## src/rtl/tp_seq_pkg.sv

```systemverilog
// rtl/tp_seq_pkg.sv - shared constants, state type and instruction encoder for the tile sequencer
package tp_seq_pkg;

  localparam logic [6:0] OPC_RTYPE = 7'h33;
  localparam logic [6:0] F7_TP     = 7'h02;

  localparam logic [2:0] F3_AWR   = 3'b000;
  localparam logic [2:0] F3_START = 3'b001;
  localparam logic [2:0] F3_STAT  = 3'b010;
  localparam logic [2:0] F3_BRD   = 3'b011;

  localparam logic [4:0] TAG_STAT = 5'd1;
  localparam logic [4:0] TAG_BRD  = 5'd2;

  typedef enum logic [3:0] {
    ST_IDLE   = 4'd0,
    ST_LD_RD  = 4'd1,
    ST_LD_WT  = 4'd2,
    ST_LD_ISS = 4'd3,
    ST_ST_ISS = 4'd4,
    ST_PL_ISS = 4'd5,
    ST_PL_WT  = 4'd6,
    ST_RB_ISS = 4'd7,
    ST_RB_WT  = 4'd8,
    ST_WR     = 4'd9,
    ST_DONE   = 4'd10,
    ST_ERR    = 4'd11
  } tp_seq_state_e;

  // R-type word with rs1/rs2 register fields unused (operands travel on rs1_val/rs2_val)
  function automatic logic [31:0] tp_encode(input logic [2:0] f3, input logic [4:0] rd);
    return {F7_TP, 5'd0, 5'd0, f3, rd, OPC_RTYPE};
  endfunction

endpackage

```

## src/rtl/tp_seq_walker.sv

```systemverilog
// rtl/tp_seq_walker.sv - 2-D outer/inner index counter with last-element flag
module tp_seq_walker (
  input  logic        clk,
  input  logic        rst_n,
  input  logic        i_clear,
  input  logic        i_step,
  input  logic [15:0] i_outer_lim,
  input  logic [15:0] i_inner_lim,
  output logic [15:0] o_outer,
  output logic [15:0] o_inner,
  output logic        o_last
);

  logic [15:0] r_outer;
  logic [15:0] r_inner;
  logic        w_inner_wrap;

  assign w_inner_wrap = (r_inner == i_inner_lim - 16'd1);
  assign o_last       = w_inner_wrap && (r_outer == i_outer_lim - 16'd1);
  assign o_outer      = r_outer;
  assign o_inner      = r_inner;

  // inner index runs fastest; on wrap the outer index advances
  always_ff @(posedge clk) begin
    if (!rst_n || i_clear) begin
      r_outer <= 16'd0;
      r_inner <= 16'd0;
    end else if (i_step) begin
      if (w_inner_wrap) begin
        r_inner <= 16'd0;
        r_outer <= r_outer + 16'd1;
      end else begin
        r_inner <= r_inner + 16'd1;
      end
    end
  end

endmodule

```

## src/rtl/tp_tile_sequencer.sv

```systemverilog
// rtl/tp_tile_sequencer.sv - load, transpose and write back one tile via the TP custom-instruction port
module tp_tile_sequencer
  import tp_seq_pkg::*;
#(
  parameter int M        = 8,
  parameter int N        = 8,
  parameter int DATA_W   = 32,
  parameter int MADDR_W  = 32,
  parameter int POLL_MAX = 1024
) (
  input  logic               clk,
  input  logic               rst_n,
  input  logic               cfg_start,
  input  logic [MADDR_W-1:0] cfg_src_base,
  input  logic [MADDR_W-1:0] cfg_dst_base,
  input  logic [15:0]        cfg_rows,
  input  logic [15:0]        cfg_cols,
  output logic               seq_busy,
  output logic               seq_done,
  output logic               seq_err,
  output logic               src_re,
  output logic [MADDR_W-1:0] src_addr,
  input  logic [DATA_W-1:0]  src_rdata,
  input  logic               src_rvalid,
  output logic               dst_we,
  output logic [MADDR_W-1:0] dst_addr,
  output logic [DATA_W-1:0]  dst_wdata,
  input  logic               dst_ready,
  output logic               instr_valid,
  input  logic               instr_ready,
  output logic [31:0]        instr,
  output logic [31:0]        rs1_val,
  output logic [31:0]        rs2_val,
  output logic [4:0]         rd_addr,
  input  logic               rd_we,
  input  logic [4:0]         rd_waddr,
  input  logic [31:0]        rd_wdata
);

  tp_seq_state_e      r_state;
  logic [MADDR_W-1:0] r_src_base;
  logic [MADDR_W-1:0] r_dst_base;
  logic [15:0]        r_rows;
  logic [15:0]        r_cols;
  logic [DATA_W-1:0]  r_data;
  logic [15:0]        r_poll_cnt;

  logic [15:0] w_r, w_c, w_i, w_j;
  logic        w_ld_last, w_rb_last;
  logic        w_ld_step, w_rb_step, w_clear;
  logic        w_hs;
  logic        w_dims_bad;
  logic        w_stat_hit, w_brd_hit;
  logic [15:0] w_poll_next;
  logic [31:0] w_src_off, w_dst_off;

  assign w_hs        = instr_valid && instr_ready;
  assign w_dims_bad  = (cfg_rows == 16'd0) || (cfg_cols == 16'd0) ||
                       (cfg_rows > 16'(M)) || (cfg_cols > 16'(N));
  assign w_stat_hit  = rd_we && (rd_waddr == TAG_STAT);
  assign w_brd_hit   = rd_we && (rd_waddr == TAG_BRD);
  assign w_poll_next = r_poll_cnt + 16'd1;

  // both walkers sit at (0,0) whenever the sequencer is idle
  assign w_clear   = (r_state == ST_IDLE);
  assign w_ld_step = (r_state == ST_LD_ISS) && w_hs && !w_ld_last;
  assign w_rb_step = (r_state == ST_WR) && dst_ready && !w_rb_last;

  // row-major offsets; 16x16 products fit 32 bits, final add wraps at MADDR_W
  assign w_src_off = {16'd0, w_r} * {16'd0, r_cols} + {16'd0, w_c};
  assign w_dst_off = {16'd0, w_i} * {16'd0, r_rows} + {16'd0, w_j};

  tp_seq_walker u_ld_walker (
    .clk         (clk),
    .rst_n       (rst_n),
    .i_clear     (w_clear),
    .i_step      (w_ld_step),
    .i_outer_lim (r_rows),
    .i_inner_lim (r_cols),
    .o_outer     (w_r),
    .o_inner     (w_c),
    .o_last      (w_ld_last)
  );

  tp_seq_walker u_rb_walker (
    .clk         (clk),
    .rst_n       (rst_n),
    .i_clear     (w_clear),
    .i_step      (w_rb_step),
    .i_outer_lim (r_cols),
    .i_inner_lim (r_rows),
    .o_outer     (w_i),
    .o_inner     (w_j),
    .o_last      (w_rb_last)
  );

  // sequencing FSM: load, start, poll, readback
  always_ff @(posedge clk) begin
    if (!rst_n) begin
      r_state    <= ST_IDLE;
      r_src_base <= '0;
      r_dst_base <= '0;
      r_rows     <= 16'd0;
      r_cols     <= 16'd0;
      r_data     <= '0;
      r_poll_cnt <= 16'd0;
    end else begin
      case (r_state)
        ST_IDLE: begin
          if (cfg_start) begin
            r_src_base <= cfg_src_base;
            r_dst_base <= cfg_dst_base;
            r_rows     <= cfg_rows;
            r_cols     <= cfg_cols;
            r_poll_cnt <= 16'd0;
            r_state    <= w_dims_bad ? ST_ERR : ST_LD_RD;
          end
        end
        ST_LD_RD: r_state <= ST_LD_WT;
        ST_LD_WT: begin
          if (src_rvalid) begin
            r_data  <= src_rdata;
            r_state <= ST_LD_ISS;
          end
        end
        ST_LD_ISS: begin
          if (w_hs) r_state <= w_ld_last ? ST_ST_ISS : ST_LD_RD;
        end
        ST_ST_ISS: begin
          if (w_hs) begin
            r_poll_cnt <= 16'd0;
            r_state    <= ST_PL_ISS;
          end
        end
        ST_PL_ISS: begin
          if (w_hs) r_state <= ST_PL_WT;
        end
        ST_PL_WT: begin
          if (w_stat_hit) begin
            if (rd_wdata[0]) begin
              r_state <= ST_RB_ISS;
            end else if (w_poll_next == 16'(POLL_MAX)) begin
              r_state <= ST_ERR;
            end else begin
              r_poll_cnt <= w_poll_next;
              r_state    <= ST_PL_ISS;
            end
          end
        end
        ST_RB_ISS: begin
          if (w_hs) r_state <= ST_RB_WT;
        end
        ST_RB_WT: begin
          if (w_brd_hit) begin
            r_data  <= DATA_W'(rd_wdata);
            r_state <= ST_WR;
          end
        end
        ST_WR: begin
          if (dst_ready) r_state <= w_rb_last ? ST_DONE : ST_RB_ISS;
        end
        ST_DONE:  r_state <= ST_IDLE;
        ST_ERR:   r_state <= ST_IDLE;
        default:  r_state <= ST_IDLE;
      endcase
    end
  end

  // outputs decode from registered state only, so they hold steady across stalls
  always_comb begin
    instr_valid = 1'b0;
    instr       = 32'd0;
    rs1_val     = 32'd0;
    rs2_val     = 32'd0;
    rd_addr     = 5'd0;
    src_re      = 1'b0;
    src_addr    = '0;
    dst_we      = 1'b0;
    dst_addr    = '0;
    dst_wdata   = '0;
    case (r_state)
      ST_LD_RD: begin
        src_re   = 1'b1;
        src_addr = r_src_base + MADDR_W'(w_src_off);
      end
      ST_LD_ISS: begin
        instr_valid = 1'b1;
        instr       = tp_encode(F3_AWR, 5'd0);
        rs1_val     = {w_r, w_c};
        rs2_val     = 32'(r_data);
      end
      ST_ST_ISS: begin
        instr_valid = 1'b1;
        instr       = tp_encode(F3_START, 5'd0);
      end
      ST_PL_ISS: begin
        instr_valid = 1'b1;
        instr       = tp_encode(F3_STAT, TAG_STAT);
        rd_addr     = TAG_STAT;
      end
      ST_RB_ISS: begin
        instr_valid = 1'b1;
        instr       = tp_encode(F3_BRD, TAG_BRD);
        rs1_val     = {w_i, w_j};
        rd_addr     = TAG_BRD;
      end
      ST_WR: begin
        dst_we    = 1'b1;
        dst_addr  = r_dst_base + MADDR_W'(w_dst_off);
        dst_wdata = r_data;
      end
      default: ;
    endcase
  end

  assign seq_busy = !(r_state inside {ST_IDLE, ST_DONE, ST_ERR});
  assign seq_done = (r_state == ST_DONE);
  assign seq_err  = (r_state == ST_ERR);

endmodule

```

## config.mk

```make
export PLATFORM = sky130hd
export DESIGN_NAME = tp_tile_sequencer
export DESIGN_NICKNAME = d
export VERILOG_FILES = /design/src/rtl/tp_seq_pkg.sv /design/src/rtl/tp_seq_walker.sv /design/src/rtl/tp_tile_sequencer.sv
export SDC_FILE = /design/constraint.sdc
export NUM_CORES = 2
export LEC_CHECK = 0
export ABC_AREA = 1
export CAP_MARGIN = 20
export CORE_MARGIN = 10
export CORE_UTILIZATION = 64
export CTS_CLUSTER_SIZE = 28
export DETAILED_ROUTE_END_ITERATION = 10
export GPL_ROUTABILITY_DRIVEN = 0
export PLACE_DENSITY = 0.89
export SETUP_SLACK_MARGIN = 0.5
export SYNTH_ARGS = -nofsm -noshare
export SYNTH_HDL_FRONTEND = slang
export SYNTH_SLANG_ARGS = --single-unit
export TNS_END_PERCENT = 100
```

## constraint.sdc

```tcl
create_clock -name clk -period 11.6 [get_ports clk]
set_input_delay 1.74 -clock clk [delete_from_list [all_inputs] [get_ports clk]]
set_output_delay 1.74 -clock clk [all_outputs]
set_load 0.01 [all_outputs]
```

# ---- After elaboration in Yosys (flattened, before gate mapping)
# Index checks and enable logic that the tools add are counted.
dict set report word_totals {
  ff_bits 212
  input_bits 172
  output_inout_bits 203
  elab_cells 121
}
dict set report classes {
  n_addsub 11
  multipliers 2
  order_cmp 2
  eq_ne 29
  muxes 36
  reduce_logical 30
}
# cell n
set ops {}
lappend ops {{32-bit two-way mux} 6}
lappend ops {{32-bit case mux with 2 select lines} 2}
lappend ops {{16-bit two-way mux} 7}
lappend ops {{27-bit case mux with 4 select lines} 1}
lappend ops {{16-bit by 1-bit adder with 16-bit output, second input constant} 5}
lappend ops {{32-bit by 16-bit adder with 32-bit output} 2}
lappend ops {{32-bit adder} 2}
lappend ops {{16-bit == test} 4}
lappend ops {{16-bit by 16-bit multiplier with 32-bit output} 2}
lappend ops {{4-bit two-way mux} 13}
lappend ops {{16-bit case mux with 3 select lines} 1}
lappend ops {{4-bit case mux with 10 select lines} 1}
lappend ops {{16-bit by 4-bit greater-than comparator with 1-bit output, second input constant} 2}
lappend ops {{16-bit zero test} 2}
lappend ops {{16-bit by 1-bit subtractor with 16-bit output, second input constant} 2}
lappend ops {{2-bit != test, second input constant} 11}
lappend ops {{16-bit by 11-bit == test with 1-bit output, second input constant} 1}
lappend ops {{4-bit by 3-bit == test with 1-bit output, second input constant} 4}
lappend ops {{4-bit == test, second input constant} 4}
lappend ops {{1-bit logical AND} 9}
lappend ops {{9-bit AND reduction} 1}
lappend ops {{4-bit by 2-bit == test with 1-bit output, second input constant} 2}
lappend ops {{2-bit AND reduction} 3}
lappend ops {{6-bit AND reduction} 1}
lappend ops {{other kinds (13)} 22}

# ---- Longest topological paths before layout
dict set report logic_depth {
  depth_word 7
  mapped_depth 31
  ltp_nobuf 29
}

# ---- Hierarchy
# A second synthesis with hierarchy kept.
dict set report unflattened {
  hier_cells 5000
  hier_area_um2 34585.7
}
# mod instances cells_per_inst area_each_um2 seq_area_each_um2
set modules_own_cells {}
lappend modules_own_cells {tp_tile_sequencer 1 3938 28187.0 2962.8}
lappend modules_own_cells {tp_seq_walker 2 531 3199.3 640.6}

# ---- Worst setup path after synthesis
# OpenSTA, ideal clock, no wires.
dict set report synth_path {
  path_kind {register to output}
  start {reg u_ld_walker.r_outer[10] (netlist: u_ld_walker.o_outer[10])}
  end {out src_addr[27]}
  arrival_ps 5812
  slack_ps 4048
  path_stages_with_launch 24
  path_buffers 2
  path_cell_list {dfxtp_1 clkbuf_1 clkbuf_1 nand2_1 fa_1 fa_1 fa_1 fa_1 inv_1 fa_1 inv_1 fa_1 inv_1 ha_1 nand2_1 o21ai_0 a21oi_1 o21ai_0 a21boi_0 o21ai_0 nand2_1 nand2_1 nor2_1 nor2_1}
}
dict set report synth_via {
  elab_chain_len 4
}
# element line_no
set synth_rtl {}
lappend synth_rtl {{from (decl)} tp_seq_walker.sv:14} ;# logic [15:0] r_outer;
lappend synth_rtl {{from (signal assigned)} tp_seq_walker.sv:31} ;# r_outer <= r_outer + 16'd1;
lappend synth_rtl {{16-bit by 16-bit multiplier with 32-bit output} tp_tile_sequencer.sv:70} ;# assign w_src_off = {16'd0, w_r} * {16'd0, r_cols} + {16'd0, w_c};
lappend synth_rtl {{32-bit by 16-bit adder with 32-bit output} tp_tile_sequencer.sv:70}
lappend synth_rtl {{32-bit adder} tp_tile_sequencer.sv:184} ;# src_addr = r_src_base + MADDR_W'(w_src_off);
lappend synth_rtl {{32-bit two-way mux} tp_tile_sequencer.sv:181} ;# case (r_state)
lappend synth_rtl {{to (decl)} tp_tile_sequencer.sv:22} ;# output logic [MADDR_W-1:0] src_addr,
# Every way passes these cells.

# ---- Final worst setup path
dict set report layout_path {
  start {reg r_rows[2]}
  end {out dst_addr[23]}
}
dict set report layout_via {
  elab_chain_len 4
}
# element line_no
set layout_rtl {}
lappend layout_rtl {{from (decl)} tp_tile_sequencer.sv:43} ;# logic [15:0] r_rows;
lappend layout_rtl {{from (signal assigned)} tp_tile_sequencer.sv:113} ;# r_rows <= cfg_rows;
lappend layout_rtl {{16-bit by 16-bit multiplier with 32-bit output} tp_tile_sequencer.sv:71} ;# assign w_dst_off = {16'd0, w_i} * {16'd0, r_rows} + {16'd0, w_j};
lappend layout_rtl {{32-bit by 16-bit adder with 32-bit output} tp_tile_sequencer.sv:71}
lappend layout_rtl {{32-bit adder} tp_tile_sequencer.sv:209} ;# dst_addr = r_dst_base + MADDR_W'(w_dst_off);
lappend layout_rtl {{32-bit two-way mux} tp_tile_sequencer.sv:181}
lappend layout_rtl {{to (decl)} tp_tile_sequencer.sv:26} ;# output logic [MADDR_W-1:0] dst_addr,
# Every way passes these cells.

==> impl_results.md <==
- Unrepaired setup endpoints after global routing: no
- Cell mode on critical path: fa_1
- Skew-Pair Late Insertion Delay: 0.61 ns
- Mapped Avg Cell Area: 6.977 sq um
- CTS tree: built
- Vias: 32415
- Final hold vios: 0
- Setup violators final: 0
- Die Ht: 248.0 microns
- Largest net degree at the start of global routing: 101
- Ports: 375
- Overflow left after global routing: 0
- DRT iter0 DRCs: 4019
- Worst Setup Start Kind: flip-flop
- Crit path cell chain: nand2_1, fa_1, fa_1, fa_1, inv_1, fa_1, fa_1, inv_1, fa_1, inv_1, ha_1, nand2_1, nor2_1, inv_1, nor3_1, a21oi_1, o21ai_0, nand2_1, nand2_1, o21ai_0, a21oi_1, clkdlybuf4s50_1
- Final Util: 0.7376
- Layout cells sized above 1: 0.02694
- Slew Viols, Final: 0
- Antenna Nets Post-Route: 0
- Pre-CTS WS: 2.903 ns
- # hold bufs at CTS: 0
- Worst slew margin: 0.1772
- Worst path required time: 9.86 ns
- Die Span X: about 250 microns
- # fillers: 3832
- Core ar.: 51410 sq um
- Total negative slack: 0 ns
- Status: complete, but fails checks
- Number of synthesized flops with an enable pin: 0
- Nets: 5807
- Post-CTS Setup Bufs: 0
- Crit-path max cell delay: 1.09 ns
- Max H-tree Level: 1
- Area grow syn2layout: 13.95%
- Maximum vdd drop: 0.2176 mV
- Critical path capture point type: output pin
- Deepest clock path buffer count: 3
- P_leak: just under 20 nW
- Clk root buf: clkbuf_16
- Setup ws final: 2.158 ns
- Post-cts resize count: 0
- Post-DR wirelength/cell: 19.66 microns
- Site row count: 83
- Crit path max-delay family: adder cells
- Total power: 4.342 mW
- Failing checks: design-rule violations
- Yosys reg bits: 212
- DP Wirelength: approximately 86000 microns
- Min cycle time layout: roughly 9.4 ns
- # DRC: 1
- Hold crit path type: reg -> reg
- Async SR Flop Fraction: 0
- Count of cell types in the netlist: 58
- Type of the worst setup path: reg -> out
- CP max-delay cell: dfxtp_1
- Mapped Cells: between 4000 and 5000
- Primary FF master, synth: dfxtp_1
- First-pass DRT Iterations: 11
- Post-Route WL: 111200 microns
- Max FO, Critical Path: 20
- PortBufs: 348
- Number of global-route vias before repair: 32814
- Die area: 61510 sq um
- Peak Freq: approximately 110 MHz
- Cell Area, Synth: 33270 sq um
- Most frequent cells in the layout: 1166 x inv_1, 1087 x nand2_1, 482 x fa_1
- Crit path buf inv count: 5
- Worst EP arrival: 7.70 ns
- Seq/Total Area, Yosys: 0.1275
- Sinks on Clock Net: 212
- TritonCTS buffer count: 29
- Total of max-cap violations: 0
- Final Cycle Share: 0.8140
- Commonest non-fill, non-tap cell in the layout: inv_1
- Initial antenna violation count: 6
- First-pass GRT wire length: 173700 microns
- Slew @ Worst Pin: 1.232 ns
- Pwr/cell area: 114.5 nW/um^2
- Initial Util: 0.6473
- Routed vias/inst: 5.731
- Clk_skew: 0.03958 ns
- Gr usage total: 0.3601
- Ys Warns: 0
- Register clock-pin slew on the reported worst setup and hold paths: 0.06 ns
[layer usage]
metal,wire length [microns],up-vias,global-route usage
met5,72,-,0
met4,8027,10,0.2114
met3,16710,586,0.1382
met2,49460,2263,0.5667
met1,36930,14998,0.4140
li1,-,14558,-
[stage by stage]
step                      instance area (sq um)  hold slack (ns)  std cells
after CTS                                 37830           0.4787       5650
after global placement                    36790           0.4587       5597
after global routing                      37910           0.5073       5654
after detailed placement                  36790           0.4682       5597
final                                     37920           0.4789       5656
after floorplan                           33370           0.4454       4794
[worst reg2reg max path: cells and delay by family, from the launching register on]
family / cells / cell delay [ns]
flip-flops: 1 / 0.55
AND/OR/NAND/NOR: 13 / 2.28
AO/OA/AOI/OAI: 1 / 0.24
adder cells (fa/ha/maj): 1 / 0.29
buffers and inverters: 2 / 0.60
[cells by family after synthesis]
family	synth area share
AOI/OAI and AO/OA	0.08791
xor gates and xnor gates	0.02711
adders and majority gates	0.3656
buffers and inverters	0.1685
DFF	0.1275
other	0.0001127
and+or+nand+nor	0.2233
[where the power goes]
group	leakage, nW	switching [mW]	internal, mW
clock network	0.508	0.394	0.605
logic	17.4	1.48	0.697
registers	1.73	0.275	0.888
total	19.7	2.15	2.19
[sequential cells by signal, summed over array words and instances (netlist names)]
register             cells
r_poll_cnt              16
r_state                  4
r_data                  32
r_dst_base              32
u_rb_walker.o_outer     16
r_rows                  16
u_ld_walker.o_outer     16
r_src_base              32
u_rb_walker.o_inner     16
u_ld_walker.o_inner     16
r_cols                  16
[final timing paths]
path                   from  slack (ns)  cells after the start                endpoint
max               r_rows[2]        2.16                     22            dst_addr[23]
min          r_src_base[21]        0.48                      2          r_src_base[21]
max reg2reg       r_cols[0]        7.51                     17  u_rb_walker.o_inner[1]
min reg2reg  r_src_base[21]        0.48                      2          r_src_base[21]
[Yosys cell counts, types with 47 or more instances]
cell | instances | area, sq um
inv_1 | 1169 | 4388
nand2_1 | 1088 | 4084
fa_1 | 482 | 9649
a21oi_1 | 301 | 1506
nor2_1 | 301 | 1130
nand3_1 | 226 | 1131
dfxtp_1 | 212 | 4244
ha_1 | 201 | 2515
o21ai_0 | 185 | 925.9
clkbuf_1 | 144 | 540.5
xor2_1 | 92 | 805.8
buf_1 | 52 | 195.2
nor3_1 | 47 | 235.2
[layout make-up]
cell class                      count  area, sq um  share of cell area
Timing Repair Buffer              383         3791             0.09998
Tap cell                          680        850.8             0.02244
Multi-Input combinational cell   3143        23550              0.6210
Inverter                         1183         4441              0.1171
Clock buffer                       32        757.0             0.01996
Sequential cell                   212         4244              0.1119
Clock inverter                     21        281.5            0.007425
Antenna cell                        2        5.005           0.0001320
(Power assumes the default switching activity.)
